[config.mk]
export PLATFORM = sky130hd
export DESIGN_NAME = bank_rsp_return_arb
export DESIGN_NICKNAME = d
export VERILOG_FILES = /design/src/rtl/bank_pkg.sv /design/src/rtl/bank_rsp_fifo.sv /design/src/rtl/bank_rsp_return_arb.sv
export SDC_FILE = /design/constraint.sdc
export NUM_CORES = 2
export LEC_CHECK = 0
export ABC_AREA = 1
export BUFFER_PORTS_ARGS = -buffer_cell sky130_fd_sc_hd__buf_2
export CAP_MARGIN = 20
export CORE_MARGIN = 2
export CORE_UTILIZATION = 45
export CTS_CLUSTER_SIZE = 16
export DETAILED_ROUTE_END_ITERATION = 12
export GPL_TIMING_DRIVEN = 1
export SLEW_MARGIN = 20
export SYNTH_ARGS = -nofsm -noshare
export SYNTH_HDL_FRONTEND = slang
export SYNTH_SLANG_ARGS = --single-unit
[constraint.sdc]
create_clock -name clk -period 9.05 [get_ports clk]
set_input_delay 0.905 -clock clk [delete_from_list [all_inputs] [get_ports clk]]
set_output_delay 0.905 -clock clk [all_outputs]
set_load 0.01 [all_outputs]
[src/rtl/bank_pkg.sv]
// Shared constants and types for the bank response path.
// The credit manager's reset credit value is BANK_BUF_DEPTH from this package.
package bank_pkg;

  localparam int CHANNEL_NUM     = 3;
  localparam int CH_ID_WIDTH     = 2;
  localparam int BANK_DATA_WIDTH = 64;
  localparam int BANK_BUF_DEPTH  = 8;
  localparam int FIFO_CNT_WIDTH  = $clog2(BANK_BUF_DEPTH) + 1;

  typedef logic [FIFO_CNT_WIDTH-1:0] fifo_cnt_t;

endpackage

[src/rtl/bank_rsp_fifo.sv]
// Per-channel synchronous response FIFO; a push to a full FIFO is accepted
// only when the same cycle also pops it. BUF_DEPTH must be a power of two.
module bank_rsp_fifo #(
  parameter int DATA_WIDTH = 64,
  parameter int BUF_DEPTH  = 8
) (
  input  logic                         clk,
  input  logic                         rst,
  input  logic                         i_push,
  input  logic [DATA_WIDTH-1:0]        i_data,
  input  logic                         i_pop,
  output logic [DATA_WIDTH-1:0]        o_data,
  output logic                         o_full,
  output logic                         o_empty,
  output logic [$clog2(BUF_DEPTH):0]   o_count
);

  localparam int AW = $clog2(BUF_DEPTH);
  localparam int CW = AW + 1;

  logic [DATA_WIDTH-1:0] r_mem [BUF_DEPTH];
  logic [AW-1:0]         r_wr_ptr;
  logic [AW-1:0]         r_rd_ptr;
  logic [CW-1:0]         r_count;
  logic                  w_push_ok;
  logic                  w_pop_ok;

  assign o_full    = (r_count == CW'(BUF_DEPTH));
  assign o_empty   = (r_count == '0);
  assign o_count   = r_count;
  assign o_data    = r_mem[r_rd_ptr];
  assign w_pop_ok  = i_pop & ~o_empty;
  assign w_push_ok = i_push & (~o_full | w_pop_ok);

  // Payload storage needs no reset; only the pointers define validity.
  always_ff @(posedge clk) begin
    if (w_push_ok) begin
      r_mem[r_wr_ptr] <= i_data;
    end
  end

  always_ff @(posedge clk or posedge rst) begin
    if (rst) begin
      r_wr_ptr <= '0;
      r_rd_ptr <= '0;
      r_count  <= '0;
    end else begin
      if (w_push_ok) begin
        r_wr_ptr <= r_wr_ptr + 1'b1;
      end
      if (w_pop_ok) begin
        r_rd_ptr <= r_rd_ptr + 1'b1;
      end
      case ({w_push_ok, w_pop_ok})
        2'b10:   r_count <= r_count + 1'b1;
        2'b01:   r_count <= r_count - 1'b1;
        default: r_count <= r_count;
      endcase
    end
  end

endmodule

[src/rtl/bank_rsp_return_arb.sv]
// Per-bank read-response return scheduler: per-channel FIFOs, round-robin
// onto one registered response bus, one credit pulse per FIFO slot freed.
module bank_rsp_return_arb #(
  parameter int CHANNEL_NUM = bank_pkg::CHANNEL_NUM,
  parameter int DATA_WIDTH  = bank_pkg::BANK_DATA_WIDTH,
  parameter int BUF_DEPTH   = bank_pkg::BANK_BUF_DEPTH
) (
  input  logic                               clk,
  input  logic                               rst,
  input  logic                               bank_rsp_valid,
  input  logic [bank_pkg::CH_ID_WIDTH-1:0]   bank_rsp_ch_id,
  input  logic [DATA_WIDTH-1:0]              bank_rsp_data,
  output logic                               rsp_valid,
  output logic [bank_pkg::CH_ID_WIDTH-1:0]   rsp_ch_id,
  output logic [DATA_WIDTH-1:0]              rsp_data,
  input  logic                               rsp_ready,
  output logic [CHANNEL_NUM-1:0]             channels_credit_release,
  output logic                               err_overflow
);

  import bank_pkg::*;

  localparam int IDW = CH_ID_WIDTH;
  localparam int CW  = $clog2(BUF_DEPTH) + 1;

  // Handshake: a response transfers on a cycle where rsp_valid & rsp_ready;
  // while rsp_valid & ~rsp_ready the held id/data stay stable.
  logic                  r_rsp_valid;
  logic [IDW-1:0]        r_rsp_ch_id;
  logic [DATA_WIDTH-1:0] r_rsp_data;
  logic [IDW-1:0]        r_rr_ptr;
  logic [CHANNEL_NUM-1:0] r_credit;
  logic                  r_err;

  logic [CHANNEL_NUM-1:0] w_push;
  logic [CHANNEL_NUM-1:0] w_pop;
  logic [CHANNEL_NUM-1:0] w_full;
  logic [CHANNEL_NUM-1:0] w_empty;
  logic [DATA_WIDTH-1:0]  w_head  [CHANNEL_NUM];
  logic [CW-1:0]          w_count [CHANNEL_NUM];
  logic                   w_unused_cnt;
  logic                   w_load_en;
  logic                   w_do_load;
  logic                   w_grant_valid;
  logic [IDW-1:0]         w_grant_ch;
  logic [DATA_WIDTH-1:0]  w_sel_data;
  logic                   w_bad_id;
  logic                   w_ovf;

  genvar g;
  generate
    for (g = 0; g < CHANNEL_NUM; g++) begin : g_ch
      assign w_push[g] = bank_rsp_valid & (bank_rsp_ch_id == IDW'(g));
      assign w_pop[g]  = w_do_load & (w_grant_ch == IDW'(g));

      bank_rsp_fifo #(
        .DATA_WIDTH (DATA_WIDTH),
        .BUF_DEPTH  (BUF_DEPTH)
      ) u_fifo (
        .clk     (clk),
        .rst     (rst),
        .i_push  (w_push[g]),
        .i_data  (bank_rsp_data),
        .i_pop   (w_pop[g]),
        .o_data  (w_head[g]),
        .o_full  (w_full[g]),
        .o_empty (w_empty[g]),
        .o_count (w_count[g])
      );
    end
  endgenerate

  // Occupancy is observable for debug only; flow control uses full/empty.
  always_comb begin
    w_unused_cnt = 1'b0;
    for (int i = 0; i < CHANNEL_NUM; i++) begin
      w_unused_cnt = w_unused_cnt ^ (^w_count[i]);
    end
  end

  assign w_load_en = ~r_rsp_valid | rsp_ready;
  assign w_do_load = w_load_en & w_grant_valid;

  // Search starts one past the last grant so every non-empty channel is served in turn.
  always_comb begin
    w_grant_valid = 1'b0;
    w_grant_ch    = '0;
    for (int k = 1; k <= CHANNEL_NUM; k++) begin
      int idx;
      idx = (int'(r_rr_ptr) + k) % CHANNEL_NUM;
      if (!w_grant_valid && !w_empty[idx]) begin
        w_grant_valid = 1'b1;
        w_grant_ch    = IDW'(idx);
      end
    end
  end

  always_comb begin
    w_sel_data = '0;
    for (int i = 0; i < CHANNEL_NUM; i++) begin
      if (w_pop[i]) begin
        w_sel_data = w_head[i];
      end
    end
  end

  assign w_bad_id = bank_rsp_valid & ({1'b0, bank_rsp_ch_id} >= (IDW+1)'(CHANNEL_NUM));
  assign w_ovf    = w_bad_id | (|(w_push & w_full & ~w_pop));

  always_ff @(posedge clk or posedge rst) begin
    if (rst) begin
      r_rsp_valid <= 1'b0;
      r_rsp_ch_id <= '0;
      r_rsp_data  <= '0;
      r_rr_ptr    <= IDW'(CHANNEL_NUM - 1);
      r_credit    <= '0;
      r_err       <= 1'b0;
    end else begin
      r_credit <= w_pop;
      if (w_ovf) begin
        r_err <= 1'b1;
      end
      if (w_load_en) begin
        r_rsp_valid <= w_grant_valid;
        if (w_grant_valid) begin
          r_rsp_ch_id <= w_grant_ch;
          r_rsp_data  <= w_sel_data;
          r_rr_ptr    <= w_grant_ch;
        end
      end
    end
  end

  assign rsp_valid               = r_rsp_valid;
  assign rsp_ch_id               = r_rsp_ch_id;
  assign rsp_data                = r_rsp_data;
  assign channels_credit_release = r_credit;
  assign err_overflow            = r_err;

endmodule

==> impl_metrics.json <==
{
  "gr-usage-all-layers_pct": 22.2,
  "ctsRootBufferMaster": "clkbuf_16",
  "final-max-slew-violation-count": 0,
  "rsz0062_at_grt": "false",
  "avgSynthCellArea_sq_um": 14.3,
  "synth_area_leader_cell": "edfxtp_1",
  "period_needed_ns": 4.69,
  "die_area_sq_mm": 0.144,
  "route.detailed.drc": 0,
  "drt_iter0_drc": 4179,
  "power.density_mw_per_mm2": 320,
  "grt_pass1_wl_mm": 242,
  "antenna_cells": 0,
  "tightest_slew_ns": 1.14,
  "timing.rr.start": "rsp_ch_id[0]$_DFFE_PP0P_",
  "routed_wl_mm": 163,
  "met1_usage_pct": 30.4,
  "worst_path_dominant_cell_family": "simple AND/OR/NAND/NOR gates",
  "first_pass_iters": 5,
  "maxSlewHeadroom_pct": 24.0,
  "slowest_delay_ns": 0.78,
  "ios": 141,
  "cts_resized": 0,
  "synth_top_cells_by_area": "edfxtp_1 (73%), dfrtp_1 (4.0%), nand2_1 (3.8%)",
  "synth_cells": 4457,
  "worstPathArrival_ns": 5.10,
  "grt-ovfl-total": 0,
  "synthTopCellsByCount": "edfxtp_1 (1536), nand2_1 (641), o21ai_0 (391)",
  "path_class": "reg -> reg",
  "dp_hpwl_mm": 85.6,
  "totalPowerFinal_w": 0.0229,
  "routed_via_density": 5.83,
  "slowest_stage": "nor2_4",
  "antenna_found_initial": 5,
  "outcome": "complete, no violations",
  "io_buffer_count": 140,
  "final_area_sq_mm": 0.0715,
  "final_layout_size_suffix_gt1_share_pct": 12.8,
  "ys_async_sr_fraction_pct": 6.23,
  "cts_made_buffers": 168,
  "fin_crit_sh_pct": 51.9,
  "pre_cts_ws_ns": 4.30,
  "drv_cap": 0,
  "yosys.cell_types.count": 43,
  "finish.net_count": 4611,
  "cp-start-kind": "flip-flop",
  "cts_buffer_depth": 3,
  "htreeDepth": 4,
  "fin_ws_ns": 4.36,
  "cts_sinks": 1638,
  "antenna_left": 0,
  "wl_per_cell_microns": 24.8,
  "ys_seq_area_share_pct": 76.5,
  "leakage_nw": 23.5,
  "syn2layout_area_growth_pct": 12.4,
  "yosysMostFrequentCell": "edfxtp_1",
  "ir_worst_vdd_mv": 0.255,
  "die_w_microns": 380,
  "clkTransAtPathRegs_ns": 0.06,
  "gp_congestion": 0.785,
  "core_sq_mm": 0.140,
  "rows": 137,
  "yosys_warnings": 0,
  "synthFlopType": "edfxtp_1",
  "clock_latency_ns": 0.79,
  "worst_clock_skew_ns": 0.0229,
  "cts_tree": "yes",
  "reg2reg_slack_ns": 4.36,
  "busiest_layer": "met2",
  "crit_buf_inv": 4,
  "grt_use_met2_pct": 36.7,
  "hold_path.class": "in -> async",
  "cts_hold_buf": 0,
  "die-height_microns": 380,
  "fin_hold_ws_ns": 0.222,
  "syn-cell-area_sq_mm": 0.0636,
  "synth_top_area_share_pct": 72.5,
  "grt_max_degree": 173,
  "cp.required_ns": 9.46,
  "finalSetupTns_ns": 0,
  "cp-end-kind": "flip-flop",
  "start_util_pct": 45.5,
  "synth_nets": 4546,
  "path_cells": "inv_1 > ha_1 > inv_1 > nand3_1 > nand2_2 > nand2_2 > nand2_4 > nand2_2 > o21ai_2 > nand2_4 > nor2_8 > nand2_4 > nand2_4 > nand2_2 > inv_2 > nand2_1 > nor2_4 > buf_4",
  "grt_pass1_vias": 37346,
  "postCtsSetupRepairBufs": 0,
  "max_freq_mhz": 213,
  "setup_viol": 0,
  "crit_path_max_fanout": 38,
  "place_area_sq_mm": 0.0661,
  "route.vias.total": 38163,
  "ys_ff_latch": 1638,
  "hold_viol": 0,
  "grt_util_met3_pct": 3.30,
  "startpoint": "rsp_ch_id[0]$_DFFE_PP0P_",
  "synth_edf_count": 1536
}
==> layer usage <==
| layer | routed length, microns | share of wire, % |
|---|---|---|
| met1 | 70200 | 43 |
| met2 | 79400 | 49 |
| met3 | 8600 | 5.3 |
| met4 | 4270 | 2.6 |
| met5 | 48 | 0.030 |
==> worst paths after layout <==
kind / to / cells after the start
setup / recovery: g_ch[1].u_fifo.r_mem[7][35]$_DFFE_PP_ / 18
setup reg to reg: g_ch[1].u_fifo.r_mem[7][35]$_DFFE_PP_ / 18
hold reg to reg: g_ch[2].u_fifo.o_count[3]$_DFFE_PP0P_ / 1
hold / removal: g_ch[0].u_fifo.r_rd_ptr[1]$_DFFE_PP0P_ / 2
max in group asynchronous: g_ch[0].u_fifo.r_rd_ptr[0]$_DFFE_PP0P_ / 3
min in group clk: err_overflow$_DFFE_PP0P_ / 3
==> where the power goes <==
| part | leakage, nW | internal (W) | switching [W] | total (W) |
|---|---|---|---|---|
| Sequential | 15.1 | 0.00883 | 0.000553 | 0.00938 |
| Combinational | 5.81 | 0.00205 | 0.00476 | 0.00681 |
| Clock | 2.63 | 0.00384 | 0.00286 | 0.00670 |
| Total | 23.5 | 0.0147 | 0.00818 | 0.0229 |
==> cell families (layout without fill, tap and decap cells) <==
family | after synthesis | after routing | share of synthesized area, %
AO/OA/AOI/OAI | 1175 | 1175 | 11.9
XOR/XNOR | 19 | 19 | 0.262
adder cells (fa/ha/maj) | 19 | 19 | 0.386
buffers and inverters | 368 | 578 | 2.30
flip-flops | 1638 | 1638 | 76.5
multiplexers | 64 | 64 | 1.01
AND/OR/NAND/NOR | 1174 | 1174 | 7.60
==> cell type report <==
class | instances | area, sq um
repair buffers | 213 | 1280
well taps | 1876 | 2350
clock inverters | 78 | 609
inverters | 50 | 225
flip-flops and latches | 1638 | 48700
clock buffers | 237 | 4750
multi-input cells | 2451 | 13600
fillers | 11881 | 68300
==> flip-flops by register name (all words and copies together), names as in the netlist <==
| name | flops |
|---|---|
| g_ch.u_fifo.r_mem | 1536 |
| rsp_data | 64 |
| g_ch.u_fifo.o_count | 12 |
| g_ch.u_fifo.r_rd_ptr | 9 |
| g_ch.u_fifo.r_wr_ptr | 9 |
| channels_credit_release | 3 |
| rsp_ch_id | 2 |
| err_overflow | 1 |
| r_rr_ptr | 1 |
| rsp_valid | 1 |
==> placed cells by master (no fill, tap or decap), types with 6 or more instances in the layout <==
cell type	n
a221oi_1	128
bufinv_16	6
nand2_2	8
mux2i_1	64
nand3_1	79
buf_4	66
clkinv_1	20
nand2_4	6
clkinv_2	35
clkbuf_8	20
edfxtp_1	1536
clkinv_4	6
dfrtp_4	8
nor3_2	12
buf_6	6
nand2_1	641
inv_6	9
inv_1	36
buf_2	140
or2_2	64
nor2_4	12
o2111ai_1	64
xor2_1	11
clkbuf_16	172
xnor2_1	8
o221ai_1	192
ha_1	18
o21ai_0	391
nor2_1	334
clkbuf_1	45
a32oi_1	64
dfrtp_1	93
a21oi_1	327
==> per-stage QoR <==
step	util [%]	std cells
finish	51.1	6543
global route	51.1	6543
CTS	51.1	6542
detailed placement	47.3	6227
global placement	47.3	6227
floorplan	-	4457
No activity file was read; power rests on OpenSTA's default activity.
